===== src/rtl/mean_row_tx_if.sv =====
// Zone-mean link: row data in from the mean calculator,
// 42-beat bursts out to the LED FIFO write port.
interface mean_row_tx_if;
    logic       frame_start;
    logic       mean_we;
    logic [5:0] mean_idx;
    logic [7:0] mean_in;
    logic       row_ready;
    logic       data_valid;
    logic [7:0] dout;
    logic       busy;
    logic       overrun;

    modport master (
        output frame_start, mean_we, mean_idx, mean_in, row_ready,
        input  data_valid, dout, busy, overrun
    );

    modport slave (
        input  frame_start, mean_we, mean_idx, mean_in, row_ready,
        output data_valid, dout, busy, overrun
    );
endinterface


===== src/rtl/mean_row_tx.sv =====
// Ping-pong row buffer of zone means; emits means, row index
// and XOR checksum as one unbroken burst per row.
module mean_row_tx #(
    parameter int ZONES   = 40,
    parameter int ROWS    = 24,
    parameter int GAP_CYC = 2
) (
    input logic          wr_clk,
    input logic          rst_n,
    mean_row_tx_if.slave link_io
);
    localparam int IW = $clog2(ZONES);
    localparam int BW = $clog2(ZONES + 2);
    localparam int RW = (ROWS > 1) ? $clog2(ROWS) : 1;
    localparam int GW = $clog2(GAP_CYC) + 1;
    localparam logic [BW-1:0] LAST = BW'(ZONES + 1);
    localparam logic [BW-1:0] ROWB = BW'(ZONES);

    typedef enum logic [1:0] {S_IDLE, S_SEND, S_GAP} state_t;

    logic       frame_start;
    logic       mean_we;
    logic [5:0] mean_idx;
    logic [7:0] mean_in;
    logic       row_ready;

    assign frame_start = link_io.frame_start;
    assign mean_we     = link_io.mean_we;
    assign mean_idx    = link_io.mean_idx;
    assign mean_in     = link_io.mean_in;
    assign row_ready   = link_io.row_ready;

    state_t          state_q, state_d;
    logic [BW-1:0]   beat_q, beat_d;
    logic [GW-1:0]   gap_q, gap_d;
    logic [7:0]      csum_q, csum_d;
    logic [RW-1:0]   row_q, row_d;
    logic [RW-1:0]   rlat_q, rlat_d;
    logic            sel_q, sel_d;
    logic            pend_q, pend_d;
    logic            ovr_q, ovr_d;
    logic            dv_q, dv_d;
    logic [7:0]      dout_q, dout_d;
    logic [7:0]      bank_q [2][ZONES];

    logic          wr_en;
    logic          gap_end;
    logic          start;
    logic [BW-1:0] nxt;
    logic [7:0]    snd;
    logic [7:0]    first;
    logic [RW-1:0] row_base;

    assign wr_en   = mean_we && !pend_q && (int'(mean_idx) < ZONES);
    assign gap_end = (state_q == S_GAP) && (gap_q == GW'(GAP_CYC - 1));
    assign start   = ((state_q == S_IDLE) && row_ready)
                   || (gap_end && (pend_q || row_ready));
    assign nxt     = beat_q + 1'b1;
    assign snd     = bank_q[~sel_q][nxt[IW-1:0]];
    assign row_base = frame_start ? '0 : row_q;

    // A write landing on the launch edge must reach beat 0 directly.
    assign first = (wr_en && mean_idx == '0) ? mean_in
                                              : bank_q[sel_q][0];

    always_ff @(posedge wr_clk or negedge rst_n) begin
        if (!rst_n) begin
            for (int b = 0; b < 2; b++)
                for (int z = 0; z < ZONES; z++)
                    bank_q[b][z] <= '0;
        end else if (wr_en) begin
            bank_q[sel_q][mean_idx[IW-1:0]] <= mean_in;
        end
    end

    always_ff @(posedge wr_clk or negedge rst_n) begin
        if (!rst_n) begin
            state_q <= S_IDLE;
            beat_q  <= '0;
            gap_q   <= '0;
            csum_q  <= '0;
            row_q   <= '0;
            rlat_q  <= '0;
            sel_q   <= 1'b0;
            pend_q  <= 1'b0;
            ovr_q   <= 1'b0;
            dv_q    <= 1'b0;
            dout_q  <= '0;
        end else begin
            state_q <= state_d;
            beat_q  <= beat_d;
            gap_q   <= gap_d;
            csum_q  <= csum_d;
            row_q   <= row_d;
            rlat_q  <= rlat_d;
            sel_q   <= sel_d;
            pend_q  <= pend_d;
            ovr_q   <= ovr_d;
            dv_q    <= dv_d;
            dout_q  <= dout_d;
        end
    end

    always_comb begin
        state_d = state_q;
        beat_d  = beat_q;
        gap_d   = gap_q;
        csum_d  = csum_q;
        row_d   = row_base;
        rlat_d  = rlat_q;
        sel_d   = sel_q;
        pend_d  = pend_q;
        ovr_d   = (ovr_q && !frame_start)
                || (pend_q && (row_ready || mean_we));
        dv_d    = 1'b0;
        dout_d  = '0;
        unique case (state_q)
            S_SEND: begin
                if (row_ready) pend_d = 1'b1;
                if (beat_q == LAST) begin
                    state_d = S_GAP;
                    gap_d   = '0;
                end else begin
                    beat_d = nxt;
                    dv_d   = 1'b1;
                    if (nxt < ROWB) begin
                        dout_d = snd;
                        csum_d = csum_q ^ snd;
                    end else if (nxt == ROWB) begin
                        dout_d = 8'(rlat_q);
                    end else begin
                        dout_d = csum_q;
                    end
                end
            end
            S_GAP: begin
                gap_d = gap_q + 1'b1;
                if (row_ready) pend_d = 1'b1;
                if (gap_end) state_d = S_IDLE;
            end
            default: begin
                state_d = S_IDLE;
            end
        endcase
        // Launch overrides: swap banks, latch row, present beat 0.
        if (start) begin
            state_d = S_SEND;
            beat_d  = '0;
            sel_d   = ~sel_q;
            pend_d  = 1'b0;
            csum_d  = first;
            dout_d  = first;
            dv_d    = 1'b1;
            rlat_d  = row_base;
            row_d   = (row_base == RW'(ROWS - 1)) ? '0
                                                   : row_base + 1'b1;
        end
    end

    assign link_io.data_valid = dv_q;
    assign link_io.dout       = dout_q;
    assign link_io.busy       = (state_q != S_IDLE) || pend_q;
    assign link_io.overrun    = ovr_q;
endmodule


===== src/flat_wrapper.sv =====
// flat-port wrapper written by rule: the top's interface ports become plain ports
module mean_row_tx_flat 
#(
    parameter int ZONES   = 40,
    parameter int ROWS    = 24,
    parameter int GAP_CYC = 2
)
  (wr_clk, rst_n, link_io_frame_start, link_io_mean_we, link_io_mean_idx, link_io_mean_in, link_io_row_ready, link_io_data_valid, link_io_dout, link_io_busy, link_io_overrun);
  mean_row_tx_if link_io_i ();
  input logic wr_clk;
  input logic rst_n;
  input wire logic [$bits(link_io_i.frame_start)-1:0] link_io_frame_start;
  input wire logic [$bits(link_io_i.mean_we)-1:0] link_io_mean_we;
  input wire logic [$bits(link_io_i.mean_idx)-1:0] link_io_mean_idx;
  input wire logic [$bits(link_io_i.mean_in)-1:0] link_io_mean_in;
  input wire logic [$bits(link_io_i.row_ready)-1:0] link_io_row_ready;
  output wire logic [$bits(link_io_i.data_valid)-1:0] link_io_data_valid;
  output wire logic [$bits(link_io_i.dout)-1:0] link_io_dout;
  output wire logic [$bits(link_io_i.busy)-1:0] link_io_busy;
  output wire logic [$bits(link_io_i.overrun)-1:0] link_io_overrun;
  assign link_io_i.frame_start = link_io_frame_start;
  assign link_io_i.mean_we = link_io_mean_we;
  assign link_io_i.mean_idx = link_io_mean_idx;
  assign link_io_i.mean_in = link_io_mean_in;
  assign link_io_i.row_ready = link_io_row_ready;
  assign link_io_data_valid = link_io_i.data_valid;
  assign link_io_dout = link_io_i.dout;
  assign link_io_busy = link_io_i.busy;
  assign link_io_overrun = link_io_i.overrun;
  mean_row_tx #(.ZONES(ZONES), .ROWS(ROWS), .GAP_CYC(GAP_CYC)) u_core (.wr_clk(wr_clk), .rst_n(rst_n), .link_io(link_io_i));
endmodule

===== config.mk =====
export PLATFORM = sky130hd
export DESIGN_NAME = mean_row_tx_flat
export DESIGN_NICKNAME = d
export VERILOG_FILES = /design/src/rtl/mean_row_tx_if.sv /design/src/rtl/mean_row_tx.sv /design/src/flat_wrapper.sv
export SDC_FILE = /design/constraint.sdc
export NUM_CORES = 1
export LEC_CHECK = 0
export BUFFER_PORTS_ARGS = -buffer_cell sky130_fd_sc_hd__buf_2
export CELL_PAD_IN_SITES_DETAIL_PLACEMENT = 0
export CELL_PAD_IN_SITES_GLOBAL_PLACEMENT = 1
export CORE_UTILIZATION = 54
export CTS_CLUSTER_DIAMETER = 40
export DETAILED_ROUTE_END_ITERATION = 10
export PLACE_DENSITY_LB_ADDON = 0.12
export SLEW_MARGIN = 15
export SYNTH_ARGS = -nofsm -noshare
export SYNTH_HDL_FRONTEND = slang
export SYNTH_SLANG_ARGS = --single-unit

===== constraint.sdc =====
create_clock -name wr_clk -period 4.5 [get_ports wr_clk]
set_input_delay 0.9 -clock wr_clk [delete_from_list [all_inputs] [get_ports wr_clk]]
set_output_delay 0.9 -clock wr_clk [all_outputs]
set_load 0.02 [all_outputs]

==> run metrics <==
status finished, final reports clean; Slew headroom a little over a quarter; drt drc 0; WS Path Type reg2reg; die area around 60000 um2; clk sink count around 700; critical path startpoint category flop; worst path bufs/invs 1; largest net degree at the start of global routing 110; NetSw 5.81 mW; GRT overflow 0; CTS max path bufs 3; die width between 200 and 250 um; Die Height 245 um; htree depth 3; crit-path cells ha_1, xor2_4, buf_4, mux4_2, a211oi_1, nand2_1, a221oi_1, a221oi_1; YS warnings 0; Final Hold Viols 0; switching share of power a little over 30%; Cell Rows 88; Max FO, Critical Path 16; number of global-route vias before repair between 20000 and 25000; family with the most delay on the worst path compound AO/OA/AOI/OAI gates; dominant synthesized flop cell dfrtp_1; Gate power share 21.7%; share of layout cells above drive strength 1 around half; Synth area leader dfrtp_1; FF+latch count, synth 680; peak supply drop 0.363 mV; share of the synthesized area in the top cell type 53.4%; CTS Buf Count 102; Post-DP HPWL 52600 um; final worst-path cycle share between 80% and 90%; # diodes 0; Final #Nets 2227; initial antenna violation count 3; total wire length 82700 um; Yosys cell types 66; unrepaired setup endpoints after global routing no; Clock Skews 26.3 ps; Max-Cap Viols 0; setup TNS 0 ps; TritonCTS clock tree yes; Seq/Total Area, Yosys 53.4%; P&R area growth vs syn 15.1%; cts hold-fix bufs 0; Core ar. about 58000 um2; DR pass1 iterations 5; Final Max Tran Viols 0; Power Density 524 nW/um2; number of enable flip-flop cells after synthesis 0; Clock Pin Slew Worst Setup and Hold Paths 50 ps; IO buf count 29; vias per cell 6.29; Starting DRT DRC Count between 1000 and 1500; most repeated library cell on the critical path a221oi_1; Final Util 63.2%; Crit path largest cell delay 590 ps; Worst Max-Slew Pin Slew 1100 ps; Netlist Area Pre-Place between 30000 and 40000 um2; first-pass GRT wire length 128000 um; Post-Syn Nets 2181; Crit-path slowest cell mux4_2; path type of the worst min-delay path in2async; wire length per cell 27.1 um; worst path required time 4990 ps; syn avg cell area 14.8 um2; Async S/R FF share, synth 100%; Vias 19200; clock network fraction of total power between 40 and 50%; arrival time worst endpoint approximately 4300 ps; Area contributors post-synth dfrtp_1, mux2_2, mux4_2; leak pwr 17.5 nW; Total Routing Usage GR 28.6%; crit path capture type flop; Initial Util between 50% and 60%; Final ANT Viol Nets 0; Sequential Power Share 35.5%; Ports 30; P_int 13.4 mW; postcts setup bufs 0; min cycle time layout 3810 ps; Skew-Pair Late Insertion Delay 660 ps; Cells after Synth 2154; FMAX 0.263 GHz; final count of negative-setup-slack endpoints 0; GPL Wtd Cong 0.862; Post-CTS Resized 0; CTS root buf clkbuf_16
[sequential cells by signal (all words and copies together) (netlist names)]
signal / cells
u_core.bank_q: 640
u_core.beat_q: 6
u_core.csum_q: 8
u_core.gap_q: 2
u_core.link_io.data_valid: 1
u_core.link_io.dout: 8
u_core.link_io.overrun: 1
u_core.pend_q: 1
u_core.rlat_q: 5
u_core.row_q: 5
u_core.sel_q: 1
u_core.state_q: 2
[cells in the mapped netlist, types with 3 or more instances]
library cell  count
buf_1            12
a21oi_1          13
a31o_2            4
o22ai_1           3
and3_1           13
inv_1             7
or4_1             3
nand4_1           8
and2_1           13
nor2_2            9
dfrtp_1         680
o211a_1           3
buf_4             8
nand3_1          19
a221oi_1         20
a22oi_1           4
a32oi_1           5
mux2_1           22
a21o_1            5
o21ai_1           9
or3_1             3
nand3b_1          5
buf_6             3
nand2b_1         10
nand2_1         131
mux2_2          622
mux2i_1          33
a31oi_1           3
xnor2_1           5
nor3_1            6
ha_1              8
o211ai_1          8
o21ai_0          15
clkbuf_1        114
buf_2            22
a211oi_1          9
mux4_2          178
xor2_1            4
a21boi_1          4
a21boi_0          5
nor2_1           68
nor2b_1           9
[path summary, 6_finish.rpt]
check / startpoint / end / slack, ps / cells past startpoint
max reg2reg: u_core.beat_q[1]$_DFFE_PN0P_ / u_core.csum_q[0]$_DFFE_PN0P_ / 690 / 8
min: rst_n / u_core.bank_q[51]$_DFFE_PN0P_ / 310 / 1
min in group wr_clk: u_core.bank_q[174]$_DFFE_PN0P_ / u_core.bank_q[174]$_DFFE_PN0P_ / 490 / 1
max in group asynchronous: rst_n / u_core.bank_q[611]$_DFFE_PN0P_ / 3060 / 3
max: u_core.beat_q[1]$_DFFE_PN0P_ / u_core.csum_q[0]$_DFFE_PN0P_ / 690 / 8
min reg2reg: u_core.bank_q[174]$_DFFE_PN0P_ / u_core.bank_q[174]$_DFFE_PN0P_ / 490 / 1
[routing by layer]
metal / routed length [um] / vias to the layer above / global-route usage [%] / part of all wire (%)
met5: 29 / - / 0 / 0.035
met1: 36900 / 10400 / 41.1 / 45
met4: 2170 / 4 / 8.46 / 2.6
li1: - / 8131 / - / -
met2: 39600 / 522 / 45.4 / 48
met3: 3880 / 141 / 4.46 / 4.7
[power groups by stage]
| stage | sequential [mW] | clock [mW] | combinational [mW] |
|---|---|---|---|
| final | 6.83 | 8.23 | 4.16 |
| after global routing | 6.88 | 8.62 | 4.42 |
| after CTS | 6.82 | 8.35 | 4.20 |
| after detailed placement | 6.92 | 0 | 4.18 |
| after global placement | 6.90 | 0 | 4.15 |
| after floorplan | 6.81 | 0 | 2.92 |
[final cells by class]
class	count	area, um2
timing repair buffer	101	858
clock inverter	76	903
clock buffer	117	2720
multi-input combinational	1306	14200
sequential	680	17000
inverter	9	33.8
fill	4277	21400
tap	765	957
[logic make-up after synthesis]
| logic type | Yosys count | share of synthesized area, % |
|---|---|---|
| AND/OR/NAND/NOR | 308 | 4.48 |
| adder cells (fa/ha/maj) | 8 | 0.314 |
| XOR/XNOR | 10 | 0.299 |
| flip-flops | 680 | 53.4 |
| multiplexers | 855 | 36.4 |
| AO/OA/AOI/OAI | 125 | 2.86 |
| buffers and inverters | 168 | 2.23 |
[layout by cell type, fill, tap and decap left out, types with 16 or more instances in the layout]
cell type and count:
a221oi_1 20, clkinvlp_4 19, mux2_2 622, nand3_1 19, nand2_1 131, clkinv_2 16
mux4_2 178, buf_4 59, dfrtp_1 678, nor2_1 68, buf_2 28, clkbuf_16 103
mux2i_1 33, mux2_1 22
[through the flow]
stage	std cells	hold slack (ps)	setup slack, ps	total power [mW]	area, um2
final	3054	307	691	19.2	36700
after global routing	3054	358	514	19.9	36700
after CTS	3054	326	788	19.4	36700
after detailed placement	2861	477	836	11.1	33000
after global placement	2861	468	843	11.0	33000
after floorplan	2154	438	1350	9.73	31900
Power figures use the tool's default switching activity.
